`config.mk`:
```
export PLATFORM = sky130hd
export DESIGN_NAME = board_io_ctrl
export DESIGN_NICKNAME = d
export VERILOG_FILES = /design/src/rtl/board_io_pkg.sv /design/src/rtl/board_io_ctrl_btn_debounce.sv /design/src/rtl/board_io_ctrl.sv
export SDC_FILE = /design/constraint.sdc
export NUM_CORES = 1
export LEC_CHECK = 0
export ABC_AREA = 1
export CAP_MARGIN = 20
export CELL_PAD_IN_SITES_DETAIL_PLACEMENT = 1
export CELL_PAD_IN_SITES_GLOBAL_PLACEMENT = 2
export CORE_MARGIN = 2
export CORE_UTILIZATION = 34
export DETAILED_ROUTE_END_ITERATION = 6
export PLACE_DENSITY_LB_ADDON = 0.1
export SETUP_SLACK_MARGIN = 0.3
export SYNTH_ARGS = -nofsm -noshare
export SYNTH_HDL_FRONTEND = slang
export SYNTH_SLANG_ARGS = --single-unit
```
`constraint.sdc`:
```
create_clock -name clk -period 3.5 [get_ports clk]
set_input_delay 0.525 -clock clk [delete_from_list [all_inputs] [get_ports clk]]
set_output_delay 0.525 -clock clk [all_outputs]
set_load 0.01 [all_outputs]
```
`src/rtl/board_io_pkg.sv`:
```
// board_io_pkg: shared types and helpers for the board I/O controller.
//   rst_state_t : board reset sequencer states (HOLD / COUNT / RUN)
//   cnt_width() : counter width for a modulus n, never less than 1 bit
package board_io_pkg;

  typedef enum logic [1:0] {
    HOLD,
    COUNT,
    RUN
  } rst_state_t;

  function automatic int unsigned cnt_width(input int unsigned n);
    int unsigned w;
    w = $clog2(n);
    return (w < 1) ? 1 : w;
  endfunction

endpackage

```
`src/rtl/board_io_ctrl_btn_debounce.sv`:
```
// btn_debounce: one button channel.
//   Double-flop synchroniser, optional polarity inversion, then a stability
//   counter: a new level is accepted only after it has held for
//   DEBOUNCE_CYCLES consecutive cycles. Accepted 0->1 changes emit a
//   one-cycle press pulse. Cleared by reset_n only.
// Ports:
//   clk        in  system clock
//   reset_n    in  synchronous active-low reset
//   btn_raw    in  raw (asynchronous) button pin
//   btn_level  out debounced level, 1 = pressed
//   btn_press  out one-cycle pulse on accepted press
module btn_debounce
  import board_io_pkg::*;
#(
  parameter int unsigned DEBOUNCE_CYCLES = 4096,
  parameter int unsigned ACTIVE_LOW      = 0
) (
  input  logic clk,
  input  logic reset_n,
  input  logic btn_raw,
  output logic btn_level,
  output logic btn_press
);

  localparam int unsigned CW = cnt_width(DEBOUNCE_CYCLES);
  localparam logic [CW-1:0] CNT_LAST = CW'(DEBOUNCE_CYCLES - 1);
  localparam logic [CW-1:0] CNT_ONE  = CW'(1);

  logic          sync1;
  logic          sync2;
  logic          s;
  logic [CW-1:0] cnt;

  assign s = (ACTIVE_LOW != 0) ? ~sync2 : sync2;

  always_ff @(posedge clk) begin
    if (!reset_n) begin
      sync1     <= 1'b0;
      sync2     <= 1'b0;
      cnt       <= '0;
      btn_level <= 1'b0;
      btn_press <= 1'b0;
    end else begin
      sync1     <= btn_raw;
      sync2     <= sync1;
      btn_press <= 1'b0;
      if (s != btn_level) begin
        if (cnt == CNT_LAST) begin
          btn_level <= s;
          btn_press <= s;
          cnt       <= '0;
        end else begin
          cnt <= cnt + CNT_ONE;
        end
      end else begin
        cnt <= '0;
      end
    end
  end

endmodule

```
`src/rtl/board_io_ctrl.sv`:
```
// board_io_ctrl: board reset sequencer, N-channel button debouncer and
// M-channel LED driver.
//   Reset sequencer: sys_reset_n releases RST_CYCLES cycles after the
//   synchronised PLL lock goes high; any loss of lock restarts the count.
//   LEDs: optional PWM dimming, compiled in when BOARD_IO_PWM_EN is defined;
//   otherwise led_out follows led_on and led_duty is ignored.
// Ports:
//   clk          in  system clock (PLL output)
//   reset_n      in  synchronous active-low reset
//   pll_locked   in  PLL lock (asynchronous)
//   sys_reset_n  out registered active-low SoC reset
//   btn_raw      in  raw button pins [NUM_BTN]
//   btn_level    out debounced levels [NUM_BTN]
//   btn_press    out press pulses [NUM_BTN]
//   led_on       in  per-LED enable [NUM_LED]
//   led_duty     in  per-LED duty [NUM_LED*PWM_BITS]
//   led_out      out registered LED drive [NUM_LED]
module board_io_ctrl
  import board_io_pkg::*;
#(
  parameter int unsigned RST_CYCLES      = 256,
  parameter int unsigned NUM_BTN         = 2,
  parameter int unsigned DEBOUNCE_CYCLES = 4096,
  parameter int unsigned BTN_ACTIVE_LOW  = 0,
  parameter int unsigned NUM_LED         = 2,
  parameter int unsigned PWM_BITS        = 4
) (
  input  logic                         clk,
  input  logic                         reset_n,
  input  logic                         pll_locked,
  output logic                         sys_reset_n,
  input  logic [NUM_BTN-1:0]           btn_raw,
  output logic [NUM_BTN-1:0]           btn_level,
  output logic [NUM_BTN-1:0]           btn_press,
  input  logic [NUM_LED-1:0]           led_on,
  input  logic [NUM_LED*PWM_BITS-1:0]  led_duty,
  output logic [NUM_LED-1:0]           led_out
);

  localparam int unsigned RW = cnt_width(RST_CYCLES);
  localparam logic [RW-1:0] RST_LAST = RW'(RST_CYCLES - 1);
  localparam logic [RW-1:0] RST_ONE  = RW'(1);

  // ---------------- reset sequencer ----------------
  logic          lock_s1;
  logic          lock_sync;
  rst_state_t    state;
  logic [RW-1:0] rst_cnt;
  logic          run_next;

  // Value sys_reset_n takes at the coming edge; lets led_out be gated in
  // the same cycle sys_reset_n changes instead of one cycle late.
  always_comb begin
    run_next = 1'b0;
    case (state)
      COUNT:   run_next = lock_sync && (rst_cnt == RST_LAST);
      RUN:     run_next = lock_sync;
      default: run_next = 1'b0;
    endcase
  end

  always_ff @(posedge clk) begin
    if (!reset_n) begin
      lock_s1     <= 1'b0;
      lock_sync   <= 1'b0;
      state       <= HOLD;
      rst_cnt     <= '0;
      sys_reset_n <= 1'b0;
    end else begin
      lock_s1   <= pll_locked;
      lock_sync <= lock_s1;
      case (state)
        HOLD: begin
          sys_reset_n <= 1'b0;
          rst_cnt     <= '0;
          if (lock_sync) state <= COUNT;
        end
        COUNT: begin
          if (!lock_sync) begin
            state       <= HOLD;
            rst_cnt     <= '0;
            sys_reset_n <= 1'b0;
          end else if (rst_cnt == RST_LAST) begin
            state       <= RUN;
            sys_reset_n <= 1'b1;
          end else begin
            rst_cnt     <= rst_cnt + RST_ONE;
            sys_reset_n <= 1'b0;
          end
        end
        RUN: begin
          if (!lock_sync) begin
            state       <= HOLD;
            rst_cnt     <= '0;
            sys_reset_n <= 1'b0;
          end else begin
            sys_reset_n <= 1'b1;
          end
        end
        default: begin
          state       <= HOLD;
          rst_cnt     <= '0;
          sys_reset_n <= 1'b0;
        end
      endcase
    end
  end

  // ---------------- buttons ----------------
  for (genvar g = 0; g < NUM_BTN; g++) begin : g_btn
    btn_debounce #(
      .DEBOUNCE_CYCLES (DEBOUNCE_CYCLES),
      .ACTIVE_LOW      (BTN_ACTIVE_LOW)
    ) u_debounce (
      .clk       (clk),
      .reset_n   (reset_n),
      .btn_raw   (btn_raw[g]),
      .btn_level (btn_level[g]),
      .btn_press (btn_press[g])
    );
  end

  // ---------------- LEDs ----------------
  logic [NUM_LED-1:0] led_nxt;

`ifdef BOARD_IO_PWM_EN
  localparam logic [PWM_BITS-1:0] PWM_ONE = PWM_BITS'(1);

  logic [PWM_BITS-1:0] pwm_cnt;

  // Free-running; deliberately not held by sys_reset_n.
  always_ff @(posedge clk) begin
    if (!reset_n) pwm_cnt <= '0;
    else          pwm_cnt <= pwm_cnt + PWM_ONE;
  end

  always_comb begin
    led_nxt = '0;
    for (int unsigned i = 0; i < NUM_LED; i++) begin
      led_nxt[i] = led_on[i] &
                   ((led_duty[i*PWM_BITS +: PWM_BITS] == '1) ||
                    (pwm_cnt < led_duty[i*PWM_BITS +: PWM_BITS]));
    end
  end
`else
  logic unused_led_duty;
  assign unused_led_duty = ^led_duty;

  always_comb begin
    led_nxt = led_on;
  end
`endif

  always_ff @(posedge clk) begin
    if (!reset_n)       led_out <= '0;
    else if (!run_next) led_out <= '0;
    else                led_out <= led_nxt;
  end

endmodule
```
==> results_dict.tcl <==
set metrics [dict create \
    cp.buffers_inverters 2 \
    clock_tree.htree_level_count 2 \
    clock_sink_count 47 \
    placement_rows 28 \
    max_clock_freq_mhz 525 \
    final_design_area_no_fill_mm2 0.00238 \
    cts_tree "yes" \
    worstSetupPathDepth 5 \
    yosys.area.top_type_share 0.449 \
    final_hold_viol_count 0 \
    place.detailed.instances 359 \
    worstSkewPairLatency_ns 0.30 \
    detail_route.wirelength_um 4090 \
    postSynthRegisterBits 47 \
    ioPinCount 22 \
    ys.warnings.count 0 \
    power-per-cell-area_mw_per_mm2 446 \
    result_of_the_run "finished clean" \
    io_buffer_count 13 \
    initial_utilization 0.352 \
    timing.max_slew.rel_slack 0.701 \
    cpLargestDelayFamily "buffers and inverters" \
    grt_max_degree 15 \
    final_util 0.399 \
    worstHoldPathCells 2 \
    critical_path_peak_fanout 12 \
    drt_pre_antenna_iters 4 \
    fin_cells 367 \
    global_route_wire_length_before_repair_um 6930 \
    cts_buffer_depth 2 \
    final.period_utilization 0.544 \
    synth_top_cells_by_count "nand2_1, dfxtp_1, inv_1" \
    layout-drive-gt1-share 0.0616 \
    routed_via_density 4.54 \
    horizontal_die_dimension_um 82.5 \
    multi_input_area_um2 932 \
    fp.coreArea_mm2 0.00596 \
    wl_per_cell_um 11.1 \
    netlist-cell-type-count 27 \
    overflow 0 \
    design.die.area_mm2 0.00681 \
    postCtsResizedCells 0 \
    regArea_um2 941 \
    critical_path_required_ns 3.72 \
    yosys.cell_count.top_type "nand2_1" \
    ys_async_sr_fraction 0 \
    total_leakage_power_nw 0.929 \
    synth_area_leaders "dfxtp_1, nand2_1, inv_1" \
    total_power_w 0.00106 \
    period_minus_slack_ns 1.90 \
    synth_flop_cell "dfxtp_1" \
    synth_area_per_cell_um2 7.51 \
    final_net_count 312 \
    drt_first_iter_violations 35 \
    cap_violations 0 \
    mappedNetlistArea_mm2 0.00210 \
    clk_root_buffer_cell "clkbuf_8" \
    clock_pin_slew_reported_for_the_worst_setup_and_hold_paths_after_clock_tree_synthesis_ns 0.09 \
    synth_nets 300 \
    crit_arrival_ns 2.13 \
    synth.yosys.seq_area_share 0.449 \
    tns_ns 0 \
    worstPathCellList "clkdlybuf4s50_1 -> inv_1 -> nor2_1 -> nand2_1 -> nor3b_1" \
    num-fill-cells 757 \
    place_congestion 0.708 \
    vias_in_the_first_global_route 1528 \
    die_h_um 82.5 \
    cell_depth_of_the_worst_flop_to_flop_path 6 \
    worst_pin_slew_ns 0.448 \
    cts_inserted_buffers 5 \
    critPathKind "input pin to flip-flop" \
    finClkSkew_ns 0.0120 \
    antenna_found_initial 0 \
    hold_bufs_inserted_after_cts 0 \
    cpMaxStageDelayCell "clkdlybuf4s50_1" \
    synth_enable_flop_cells 0 \
    placedInstanceArea_mm2 0.00226 \
    postSynthCellCount 279 \
    end_kind "flip-flop" \
    startpoint_type "input pin" \
    setup_viol 0 \
    ir_drop_mv 0.206 \
    min_path_type "flip-flop to flip-flop" \
    remaining_drc_errors 0 \
    antenna_cells 0 \
    unrepaired_setup_endpoints_after_global_routing "no" \
    maxSlewViolCount 0 \
    synthDominantAreaCellType "dfxtp_1" \
    crit_path_max_incr_delay_ns 0.71 \
    post-cts-setup-buffers 0 \
    grt_util_all_layers 0.132 \
    via_count 1668 \
    dp.final_hpwl_um 3090 \
    area_added_between_synthesis_and_finish_pct 13.4 \
    drt.antenna.violating_nets 0 \
]
==> sequential cells by signal (all words and copies together), names as in the netlist <==
| register | flops |
|---|---|
| g_btn.u_debounce.cnt | 24 |
| rst_cnt | 8 |
| g_btn.u_debounce.btn_level | 2 |
| g_btn.u_debounce.btn_press | 2 |
| g_btn.u_debounce.s | 2 |
| g_btn.u_debounce.sync1 | 2 |
| led_out | 2 |
| state | 2 |
| lock_s1 | 1 |
| lock_sync | 1 |
| sys_reset_n | 1 |
==> tightest hold or removal path: stages, from the launching register on <==
cell	delay, ns
dfxtp_1	0.32
nand2_1	0.05
inv_1	0.04
==> logic make-up (layout without fill, tap and decap cells) <==
logic type | count (synthesis) | after routing | synth area share
adders and majority gates | 6 | 6 | 0.0358
xor gates and xnor gates | 9 | 9 | 0.0376
DFF | 47 | 47 | 0.449
buffers and inverters | 51 | 64 | 0.106
AOI/OAI and AO/OA | 27 | 27 | 0.0669
and+or+nand+nor | 139 | 139 | 0.304
==> final timing paths <==
path | startpoint | endpoint | slack, ns
min | g_btn[0].u_debounce.sync1 | g_btn[0].u_debounce.s | 0.42
max | reset_n | g_btn[0].u_debounce.cnt[3] | 1.60
max reg2reg | state[0] | led_out[1] | 1.85
min reg2reg | g_btn[0].u_debounce.sync1 | g_btn[0].u_debounce.s | 0.42
==> stage by stage <==
| step | hold WS, ns | setup WS, ns |
|---|---|---|
| after global placement | 0.394 | 1.25 |
| after CTS | 0.425 | 1.54 |
| after detailed placement | 0.403 | 1.22 |
| final | 0.420 | 1.60 |
| after floorplan | 0.390 | 2.21 |
| after global routing | 0.442 | 1.37 |
==> routing by layer <==
layer  wire length, um  global-route usage
met1              2170               0.185
met4                73              0.0541
met2              1740               0.198
met3               103              0.0283
met5                 0                   0
==> where the power goes <==
part | total [W] | leakage, nW | switching (W) | internal (W)
clock | 0.000418 | 0.0612 | 0.000187 | 0.000231
sequential | 0.000556 | 0.380 | 0.00000749 | 0.000549
combinational | 0.0000841 | 0.488 | 0.0000502 | 0.0000339
==> cells in the final DEF, fill, tap and decap left out, drive strengths merged <==
| master | n |
|---|---|
| ha | 6 |
| nor3b | 5 |
| clkdlybuf4s50 | 13 |
| nand4 | 8 |
| a21oi | 19 |
| nand3 | 22 |
| a31oi | 1 |
| nor2 | 34 |
| o21ai | 7 |
| bufinv | 1 |
| inv | 43 |
| nor3 | 5 |
| xor2 | 6 |
| clkinv | 1 |
| nand2 | 60 |
| nor4 | 1 |
| and2 | 1 |
| clkbuf | 6 |
| dfxtp | 47 |
| or2 | 3 |
| xnor2 | 3 |
==> cell type report <==
type                       instances  area share
sequential                        47       0.396
multi-input combinational        181       0.392
inverter                          43      0.0679
timing repair buffer              13      0.0548
tap                               75      0.0395
clock buffer                       6      0.0348
clock inverter                     2      0.0147
Note: power is estimated with default switching activity, not from simulation.
